<file path="config.mk">
export PLATFORM = sky130hd
export DESIGN_NAME = wr_ht_budget_store
export DESIGN_NICKNAME = d
export VERILOG_FILES = /design/src/rtl/wr_ht_budget_store.sv
export SDC_FILE = /design/constraint.sdc
export NUM_CORES = 1
export LEC_CHECK = 0
export ABC_AREA = 0
export BUFFER_PORTS_ARGS = -buffer_cell sky130_fd_sc_hd__buf_2
export CELL_PAD_IN_SITES_DETAIL_PLACEMENT = 0
export CELL_PAD_IN_SITES_GLOBAL_PLACEMENT = 2
export CORE_MARGIN = 8
export CORE_UTILIZATION = 31
export CTS_BUF_LIST = sky130_fd_sc_hd__clkbuf_8
export DETAILED_ROUTE_END_ITERATION = 10
export PLACE_DENSITY = 0.95
export SYNTH_ARGS = -nofsm -noshare
export SYNTH_HDL_FRONTEND = slang
export SYNTH_SLANG_ARGS = --single-unit
</file>
<file path="constraint.sdc">
create_clock -name clk_i -period 21.9 [get_ports clk_i]
set_input_delay 1.095 -clock clk_i [delete_from_list [all_inputs] [get_ports clk_i]]
set_output_delay 1.095 -clock clk_i [all_outputs]
set_load 0.005 [all_outputs]
</file>
<file path="src/rtl/wr_ht_budget_store.sv">
// Head-tail table storage for the write-transaction guard: registered HT entries,
// free vector / first-free index / full flag, and the saturating outstanding burst budget.
module wr_ht_budget_store #(
  parameter int HtCapacity = 8,
  parameter int MaxTxns    = 8,
  parameter int IdWidth    = 4,
  parameter int CntWidth   = 8,
  localparam int AccuW      = CntWidth + 1,
  localparam int LdIdxWidth = (MaxTxns > 1) ? $clog2(MaxTxns) : 1,
  localparam int HtIdxWidth = (HtCapacity > 1) ? $clog2(HtCapacity) : 1,
  localparam int EntryW     = IdWidth + 2 * LdIdxWidth + 1
) (
  input  logic                         clk_i,
  input  logic                         rst_i,
  input  logic [HtCapacity*EntryW-1:0] ht_d_i,
  output logic [HtCapacity*EntryW-1:0] ht_q_o,
  output logic [HtCapacity-1:0]        ht_free_o,
  output logic [HtIdxWidth-1:0]        ht_free_idx_o,
  output logic                         ht_full_o,
  input  logic [MaxTxns*AccuW-1:0]     ld_counter_i,
  input  logic [MaxTxns-1:0]           ld_free_i,
  output logic [AccuW-1:0]             accum_burst_len_o
);

  // The sum holds MaxTxns full-scale counters without wrapping before saturation.
  localparam int SumW = AccuW + LdIdxWidth;
  localparam logic [AccuW-1:0] AccuMax = '1;

  logic [HtCapacity*EntryW-1:0] ht_q;
  logic [HtCapacity-1:0]        ht_free;
  logic [HtIdxWidth-1:0]        ht_free_idx;
  logic [SumW-1:0]              sum;

  always_ff @(posedge clk_i or posedge rst_i) begin
    if (rst_i) begin
      for (int i = 0; i < HtCapacity; i++) begin
        ht_q[i*EntryW +: EntryW] <= EntryW'(1);
      end
    end else begin
      ht_q <= ht_d_i;
    end
  end

  // Only the free bit of each registered entry feeds the status outputs.
  always_comb begin
    ht_free = '0;
    for (int i = 0; i < HtCapacity; i++) begin
      ht_free[i] = ht_q[i*EntryW];
    end
  end

  // Scanning downwards leaves the lowest free index as the final assignment.
  always_comb begin
    ht_free_idx = '0;
    for (int i = HtCapacity - 1; i >= 0; i--) begin
      if (ht_free[i]) begin
        ht_free_idx = HtIdxWidth'(i);
      end
    end
  end

  always_comb begin
    sum = '0;
    for (int j = 0; j < MaxTxns; j++) begin
      if (!ld_free_i[j]) begin
        sum = sum + SumW'(ld_counter_i[j*AccuW +: AccuW]);
      end
    end
  end

  assign ht_q_o            = ht_q;
  assign ht_free_o         = ht_free;
  assign ht_free_idx_o     = ht_free_idx;
  assign ht_full_o         = ~|ht_free;
  assign accum_burst_len_o = (sum > SumW'(AccuMax)) ? AccuMax : sum[AccuW-1:0];

endmodule

</file>
==> flow_summary.ini <==
[synthesis]
netlist_instances = 698
synth_edf_count = 0
ys_types = 91
synth_ff_type = dfrtp_1
syn_area_um2 = 6710
yosysSeqAreaShare_pct = 33.0
netlist.area_leader.share_pct = 29.8
yosys-top-cells-area = dfrtp_1, ha_1, nor2_1
synth-seq-cells = 88
syn-mean-instance-area_um2 = 9.61
yosysWarnings = 0
synth_nets = 937
ys_async_sr_fraction_pct = 100
synth_largest_area_cell = dfrtp_1

[critical_path]
crit_type = in -> out
cp_slowest_cell = a2111oi_0
endpoint_kind = output port
crit_path_start = ld_free_i[0]
slowest_delay_ns = 0.51
crit_path_end = accum_burst_len_o[7]
arrival_ns = 10.61
cpMostUsedCell = ha_1
cp.required_ns = 20.81
start_kind = primary input
cp_max_fo = 13

[routing]
vias = 6220
dr.pass1.iters = 4
wl_met2_mm = 11.0
routed_wl_mm = 22.6
wl_per_cell_um = 18.0
viasPerCell = 4.96
drc = 0
routed.top_layer = met5
ant_nets = 0
met1_length_mm = 9.12
routed-wl-met3_mm = 1.93
first_iter_violations = 302

[clocking]
cts_sinks = 88
cts_root_buf = clkbuf_8
clk_pin_slew_ns = 0.10
htree_levels = 3
cts_setup_buffers = 0
cts_resized = 0
numCtsBuffers = 9
cts_tree = built
clockBufferDepth = 2
hold_buffers = 0

[floorplan]
fp.dieArea_um2 = 26600
placementRows = 54
die_w_um = 163
core-area_um2 = 21600
ioPinCount = 279
dieHeight_um = 163
initial_utilization_pct = 31.1

[global_routing]
grt_max_degree = 52
grt_pass1_vias = 6373
antenna_found_initial = 6
overflow = 0
grt_pass1_wl_mm = 34.8
track_usage_pct = 16.7

[sta]
slew_viol_final = 0
fin_tns_setup_ns = 0
rsz0062_at_grt = no
post-route-period-util_pct = 53.5
layout_min_cycle_time_ns = 11.71
clock.fmax_mhz = 85.4
fin_ws_ns = 10.19
hold_viol = 0
slew_headroom_pct = 43.5
setup_viol = 0
worst_pin_slew_ns = 0.847

[final_layout]
nNetsFinal = 1205
syn_to_final_growth_pct = 27.3
multi_input_area_um2 = 4250
ff_latch_area_um2 = 2210
drive_gt1_share_pct = 36.7
largest_reg_flops = 88
fillers = 2204

[min_path]
hold_class = in -> reg

[place]
hpwl_mm = 19.4
dpl_worst_slack_ns = 10.29
io_buffer_count = 278
gp_congestion = 0.862

[flow_run]
drv_cap = 0

[power_and_ir_drop]
power_density_nw_per_um2 = 100
max-vdd-ir-drop_mv = 0.0636
p_leak_nw = 4.15
finalPower_uw = 855

[status]
status = complete, no violations
[worst min-delay path by stage]
stage / slack (ns) / cells after the start / from / end
detailed placement: 1.20 / 1 / ht_d_i[0] / ht_q_o[0]
CTS: 0.80 / 1 / ht_d_i[22] / ht_q_o[22]
global route: 0.80 / 1 / ht_d_i[66] / ht_q_o[66]
finish: 0.83 / 1 / ht_d_i[22] / ht_q_o[22]
floorplan: 1.10 / 0 / ht_d_i[0] / ht_q_o[0]
global placement: 1.20 / 1 / ht_d_i[22] / ht_q_o[22]
[metrics by stage]
stage	std cells	util (%)	cell area (µm²)	hold WS, ns
2_1_floorplan	698	-	6710	1.10
3_5_place_dp	1235	38.7	8340	1.20
6_report	1254	39.6	8540	0.826
3_3_place_gp	1235	38.7	8340	1.20
5_1_grt	1253	39.6	8540	0.804
4_1_cts	1251	39.6	8530	0.800
[synth_stat cells (6+ instances only)]
master / number
a211oi_1: 14
a21o_1: 17
a21oi_1: 41
a31oi_1: 8
buf_4: 8
clkbuf_1: 8
dfrtp_1: 80
dfstp_2: 8
fa_1: 7
ha_1: 62
inv_1: 31
mux2_2: 18
mux2i_1: 14
nand2_1: 31
nand2b_1: 11
nand3_1: 14
nor2_1: 64
nor2b_1: 19
nor3_1: 14
nor4_1: 6
o21a_1: 16
o21ai_0: 30
o21ai_1: 7
o21bai_1: 6
o22ai_1: 6
o31a_1: 7
xnor2_1: 27
xor2_1: 10
[per-layer routing]
layer | track usage (%) | vias up
met5 | 0 | -
met4 | 4.92 | 8
met3 | 5.62 | 27
met2 | 29.3 | 222
met1 | 19.0 | 2860
li1 | - | 3103
[worst max-delay path, delay by kind of cell]
kind	cells	cell delay (ns)
buffers and inverters	4	0.53
adders and majority gates	8	2.65
and+or+nand+nor	7	1.14
AOI/OAI and AO/OA	23	4.49
muxes	3	0.66
[cell type report]
cell class                      count  share of cell area, %
Sequential cell                    88                   25.9
Tap cell                          280                   4.10
Multi-Input combinational cell    554                   49.7
Clock inverter                      7                  0.850
Antenna cell                        3                 0.0879
Clock buffer                        9                   1.45
Timing Repair Buffer              279                   16.4
Inverter                           34                   1.51
[power by group]
group          total, mW  internal [mW]  switching (mW)
clock              0.111         0.0448          0.0661
combinational      0.570          0.255           0.315
sequential         0.174          0.171         0.00331
total              0.855          0.471           0.385
[logic make-up (layout without fill, tap and decap cells)]
family	count (synthesis)	after routing	synth area share [%]
simple gates	202	202	15.8
flops	88	88	33.0
mux	32	32	5.11
other cells	0	3	0
fa+ha+maj	69	69	13.7
buf+inv	56	329	3.71
compound gates	209	209	22.6
xor+xnor	42	42	6.21
[placed cells by master, fill, tap and decap left out, drive strengths merged, types with 6 or more instances in the layout]
cell type,count
a211oi,15
a21o,17
a21oi,44
a31oi,10
buf,279
clkbuf,9
dfrtp,80
dfstp,8
fa,7
ha,62
inv,36
mux2,18
mux2i,14
nand2,31
nand2b,11
nand3,14
nor2,64
nor2b,20
nor3,16
nor4,7
nor4b,6
o211ai,6
o21a,16
o21ai,38
o21bai,6
o22ai,7
o31a,7
or2,6
xnor2,31
xor2,11
(Power assumes the default switching activity.)
